$ cat src/rtl/bsg_manycore_pod_row_reset_sequencer.sv
// bsg_manycore_pod_row_reset_sequencer: holds a pod row in reset, then releases enabled pods in ascending x with a fixed stagger
module bsg_manycore_pod_row_reset_sequencer #(
    parameter int num_pods_x_p     = 4,
    parameter int num_tiles_x_p    = 16,
    parameter int hold_cycles_p    = 16,
    parameter int stagger_cycles_p = 4
) (
    input  logic                                        clk_i,
    input  logic                                        reset_n_i,
    input  logic                                        start_v_i,
    input  logic [num_pods_x_p-1:0]                     start_mask_i,
    output logic                                        start_ready_o,
    output logic [num_pods_x_p-1:0][num_tiles_x_p-1:0]  reset_o,
    output logic [num_pods_x_p-1:0]                     pod_active_o,
    output logic                                        busy_o,
    output logic                                        done_o
);
    localparam int max_cycles_lp = (hold_cycles_p > stagger_cycles_p) ? hold_cycles_p : stagger_cycles_p;
    localparam int cnt_w_lp      = $clog2(max_cycles_lp + 1);
    localparam logic [cnt_w_lp-1:0] hold_init_lp    = cnt_w_lp'(hold_cycles_p - 1);
    localparam logic [cnt_w_lp-1:0] stagger_init_lp = cnt_w_lp'(stagger_cycles_p - 1);

    typedef enum logic [1:0] {IDLE, HOLD, RELEASE, DONE} state_e;

    state_e                                       state_q, state_d;
    logic [cnt_w_lp-1:0]                          cnt_q, cnt_d;
    logic [num_pods_x_p-1:0]                      mask_q, mask_d, rel_q, rel_d, next_pod;
    logic [num_pods_x_p-1:0][num_tiles_x_p-1:0]   reset_q, reset_d;
    logic                                         ready_q, ready_d, busy_q, busy_d, done_q, done_d;

    always_comb begin
        next_pod = mask_q & (~mask_q + num_pods_x_p'(1));
        state_d  = state_q;
        cnt_d    = cnt_q;
        mask_d   = mask_q;
        rel_d    = rel_q;
        done_d   = 1'b0;
        case (state_q)
            IDLE: if (start_v_i && ready_q) begin
                state_d = HOLD;
                cnt_d   = hold_init_lp;
                mask_d  = start_mask_i;
                rel_d   = '0;
            end
            HOLD, RELEASE: if (cnt_q != '0) begin
                cnt_d = cnt_q - cnt_w_lp'(1);
            end else if (mask_q != '0) begin
                // mask_q holds only the pods not yet released; its lowest set bit goes next
                rel_d   = rel_q | next_pod;
                mask_d  = mask_q & ~next_pod;
                cnt_d   = stagger_init_lp;
                state_d = RELEASE;
            end else begin
                state_d = DONE;
                done_d  = 1'b1;
            end
            DONE: state_d = IDLE;
            default: state_d = IDLE;
        endcase
        ready_d = (state_d == IDLE);
        busy_d  = (state_d != IDLE);
        for (int x = 0; x < num_pods_x_p; x++)
            reset_d[x] = {num_tiles_x_p{~rel_d[x]}};
    end

    always_ff @(posedge clk_i) begin
        if (!reset_n_i) begin
            state_q <= IDLE;
            cnt_q   <= '0;
            mask_q  <= '0;
            rel_q   <= '0;
            reset_q <= '1;
            ready_q <= 1'b1;
            busy_q  <= 1'b0;
            done_q  <= 1'b0;
        end else begin
            state_q <= state_d;
            cnt_q   <= cnt_d;
            mask_q  <= mask_d;
            rel_q   <= rel_d;
            reset_q <= reset_d;
            ready_q <= ready_d;
            busy_q  <= busy_d;
            done_q  <= done_d;
        end
    end

    assign start_ready_o = ready_q;
    assign reset_o       = reset_q;
    assign pod_active_o  = rel_q;
    assign busy_o        = busy_q;
    assign done_o        = done_q;
endmodule

$ cat config.mk
export PLATFORM = sky130hd
export DESIGN_NAME = bsg_manycore_pod_row_reset_sequencer
export DESIGN_NICKNAME = d
export VERILOG_FILES = /design/src/rtl/bsg_manycore_pod_row_reset_sequencer.sv
export SDC_FILE = /design/constraint.sdc
export NUM_CORES = 1
export LEC_CHECK = 0
export CELL_PAD_IN_SITES_DETAIL_PLACEMENT = 1
export CELL_PAD_IN_SITES_GLOBAL_PLACEMENT = 2
export CORE_MARGIN = 1.5
export CORE_UTILIZATION = 22
export DETAILED_ROUTE_END_ITERATION = 8
export PLACE_DENSITY_LB_ADDON = 0.1
export SLEW_MARGIN = 20
export SYNTH_ARGS = -nofsm -noshare
export SYNTH_HDL_FRONTEND = slang
export SYNTH_SLANG_ARGS = --single-unit
$ cat constraint.sdc
create_clock -name clk_i -period 4.8 [get_ports clk_i]
set_input_delay 0.48 -clock clk_i [delete_from_list [all_inputs] [get_ports clk_i]]
set_output_delay 0.48 -clock clk_i [all_outputs]
set_load 0.05 [all_outputs]
==> results.json <==
{
  "cts-buffers-inserted": 3,
  "root_buffer": "clkbuf_8",
  "critPathMaxStageDelay_ns": 0.90,
  "synth_edf_count": 0,
  "end_kind": "output port",
  "cts_tree": "yes",
  "finalHoldViolations": 0,
  "wirelength_mm": 3.32,
  "fmax_mhz": 442,
  "synth-warning-count": 0,
  "htreeDepth": 1,
  "worstPathCellList": "clkdlybuf4s50_1",
  "path_delay_family": "buffers and inverters",
  "syn2layout_area_growth_pct": 32.0,
  "synth_seq_cells": 22,
  "vdd.ir_drop.worst_uv": 193,
  "dp_cells": 259,
  "num_antenna_cells": 0,
  "setup_ws_ns": 2.54,
  "cap_violations": 0,
  "start_kind": "register",
  "cellPowerDensity_nw_per_um2": 492,
  "p_int_uw": 485,
  "syn_inst": 168,
  "coreArea_sq_um": 6310,
  "detail-route-antenna-nets": 0,
  "dr_total_vias": 1088,
  "yosysSeqAreaShare": 0.307,
  "grt_max_degree": 18,
  "seqPwrFrac": 0.293,
  "die_w_um": 83.7,
  "antenna_found_initial": 0,
  "fin_util": 0.300,
  "syn_avg_cell_area_sq_um": 8.53,
  "gp_congestion": 0.772,
  "track_usage": 0.0978,
  "cp_max_fo": 16,
  "status": "finished, final reports clean",
  "num_rows": 29,
  "p_total_uw": 932,
  "power.switching_uw": 446,
  "reg2reg_slack_ns": 2.64,
  "worst-path-buf-inv": 1,
  "setup_viol_count_final": 0,
  "die_y_um": 83.7,
  "grt_pass1_wl_mm": 5.55,
  "combPwrFrac": 0.560,
  "pin_count": 78,
  "clk_pin_slew_worst_paths_ns": 0.09,
  "cp.arrival_ns": 1.78,
  "cts_sinks": 22,
  "final.min_clock_period_ns": 2.26,
  "num-nets-final": 197,
  "fin_cells": 263,
  "syn_area_sq_um": 1430,
  "avgViaCountPerCell": 4.14,
  "p_sw_frac": 0.479,
  "die_area_sq_um": 7010,
  "first_pass_iters": 4,
  "crit_required_ns": 4.32,
  "setup_tns_ns": 0,
  "drt_iter0_markers": 27,
  "initial_utilization": 0.227,
  "grt_pass1_vias": 1028,
  "min_path_type": "reg -> reg",
  "syn_nets": 178,
  "finalCritPeriodShare": 0.471,
  "rsz0062_at_grt": "no",
  "synthDistinctLibCells": 39,
  "post_cts.repair.setup_buffers": 0,
  "place_ws_ns": 2.58,
  "cts.path.max_buffers": 2,
  "cp_slowest_cell": "clkdlybuf4s50_1",
  "worstMarginPinSlew_ns": 0.595,
  "synth_async_sr_flop_share": 0,
  "gr-total-overflow": 0,
  "dp_hpwl_mm": 2.59,
  "io_buffers": 77,
  "drcViolationCount": 0,
  "pwr-share-clk": 0.147,
  "finalClockSkew_ns": 0.00733,
  "holdBufCountCts": 0,
  "post_cts_resized": 0,
  "maxSlewViolCount": 0,
  "wl_per_cell_um": 12.6,
  "relSlewSlack": 0.600,
  "p_leak_uw": 0.000757,
  "yosys_most_used_dff": "dfxtp_1",
  "clk_latency_ns": 0.27,
  "drive_above_1_share": 0.0699,
  "path_class": "reg -> out"
}
power groups by stage:
stage / sequential (uW) / combinational (uW) / clock (uW)
after floorplan: 304 / 383 / 0
after global placement: 276 / 529 / 0
after detailed placement: 277 / 531 / 0
after CTS: 274 / 532 / 141
after global routing: 282 / 568 / 150
final: 273 / 522 / 137
cell type report:
class / instances / area, sq um
clock buffer: 4 / 55.1
fill: 750 / 4420
inverter: 7 / 26.3
multi-input combinational: 76 / 504
sequential: 22 / 440
tap: 77 / 96.3
timing repair buffer: 77 / 771
state kept, by name, indices dropped and copies added, names as in the netlist, named ones only:
signal         count
mask_q             4
reset_o            4
cnt_q              5
busy_o             1
start_ready_o      1
pod_active_o       2
state_q            2
done_o             1
Yosys cell counts (2+ instances only):
library cell | n | area [sq um]
inv_1 | 7 | 26.3
nor3_1 | 3 | 15.0
a31oi_1 | 3 | 18.8
nor2_1 | 6 | 22.5
o21ai_1 | 4 | 20.0
dfxtp_1 | 22 | 440
buf_4 | 60 | 450
ha_1 | 3 | 37.5
a32o_2 | 3 | 33.8
nand3_1 | 3 | 15.0
clkbuf_1 | 2 | 7.51
nor2b_1 | 2 | 12.5
and2_1 | 6 | 37.5
o21ai_0 | 3 | 15.0
nand2_1 | 11 | 41.3
a21oi_1 | 7 | 35.0
cells by family after synthesis:
group,count (synthesis),synth area share
XOR/XNOR,1,0.00611
AO/OA/AOI/OAI,31,0.157
flip-flops,22,0.307
AND/OR/NAND/NOR,41,0.162
adder cells (fa/ha/maj),3,0.0262
buffers and inverters,70,0.341
routing by layer:
metal / track usage / part of all wire / vias up
met3: 0.0188 / 0.053 / 4
met2: 0.163 / 0.48 / 43
met1: 0.126 / 0.45 / 504
li1: - / - / 537
met5: 0 / 0 / -
met4: 0.0358 / 0.016 / 0
final timing paths:
path | from | end | cells after the start
worst max-delay path | reset_o[0] | reset_o[2] | 1
worst min-delay path | mask_q[2] | mask_q[2] | 2
worst max register to register | state_q[0] | cnt_q[1] | 6
worst min register to register | mask_q[2] | mask_q[2] | 2
cells in the final DEF, fill, tap and decap left out, types with 4 or more instances in the layout:
master,instances
a21oi_1,7
and2_1,6
clkbuf_8,4
clkdlybuf4s50_1,77
dfxtp_1,22
inv_1,7
nand2_1,11
nor2_1,6
o21ai_1,4
per-stage QoR:
step	instance area, sq um	hold WS (ns)
floorplan	1430	0.442
detailed placement	1840	0.470
global route	1890	0.515
CTS	1890	0.482
finish	1890	0.481
global placement	1840	0.467
Note: power is estimated with default switching activity, not from simulation.
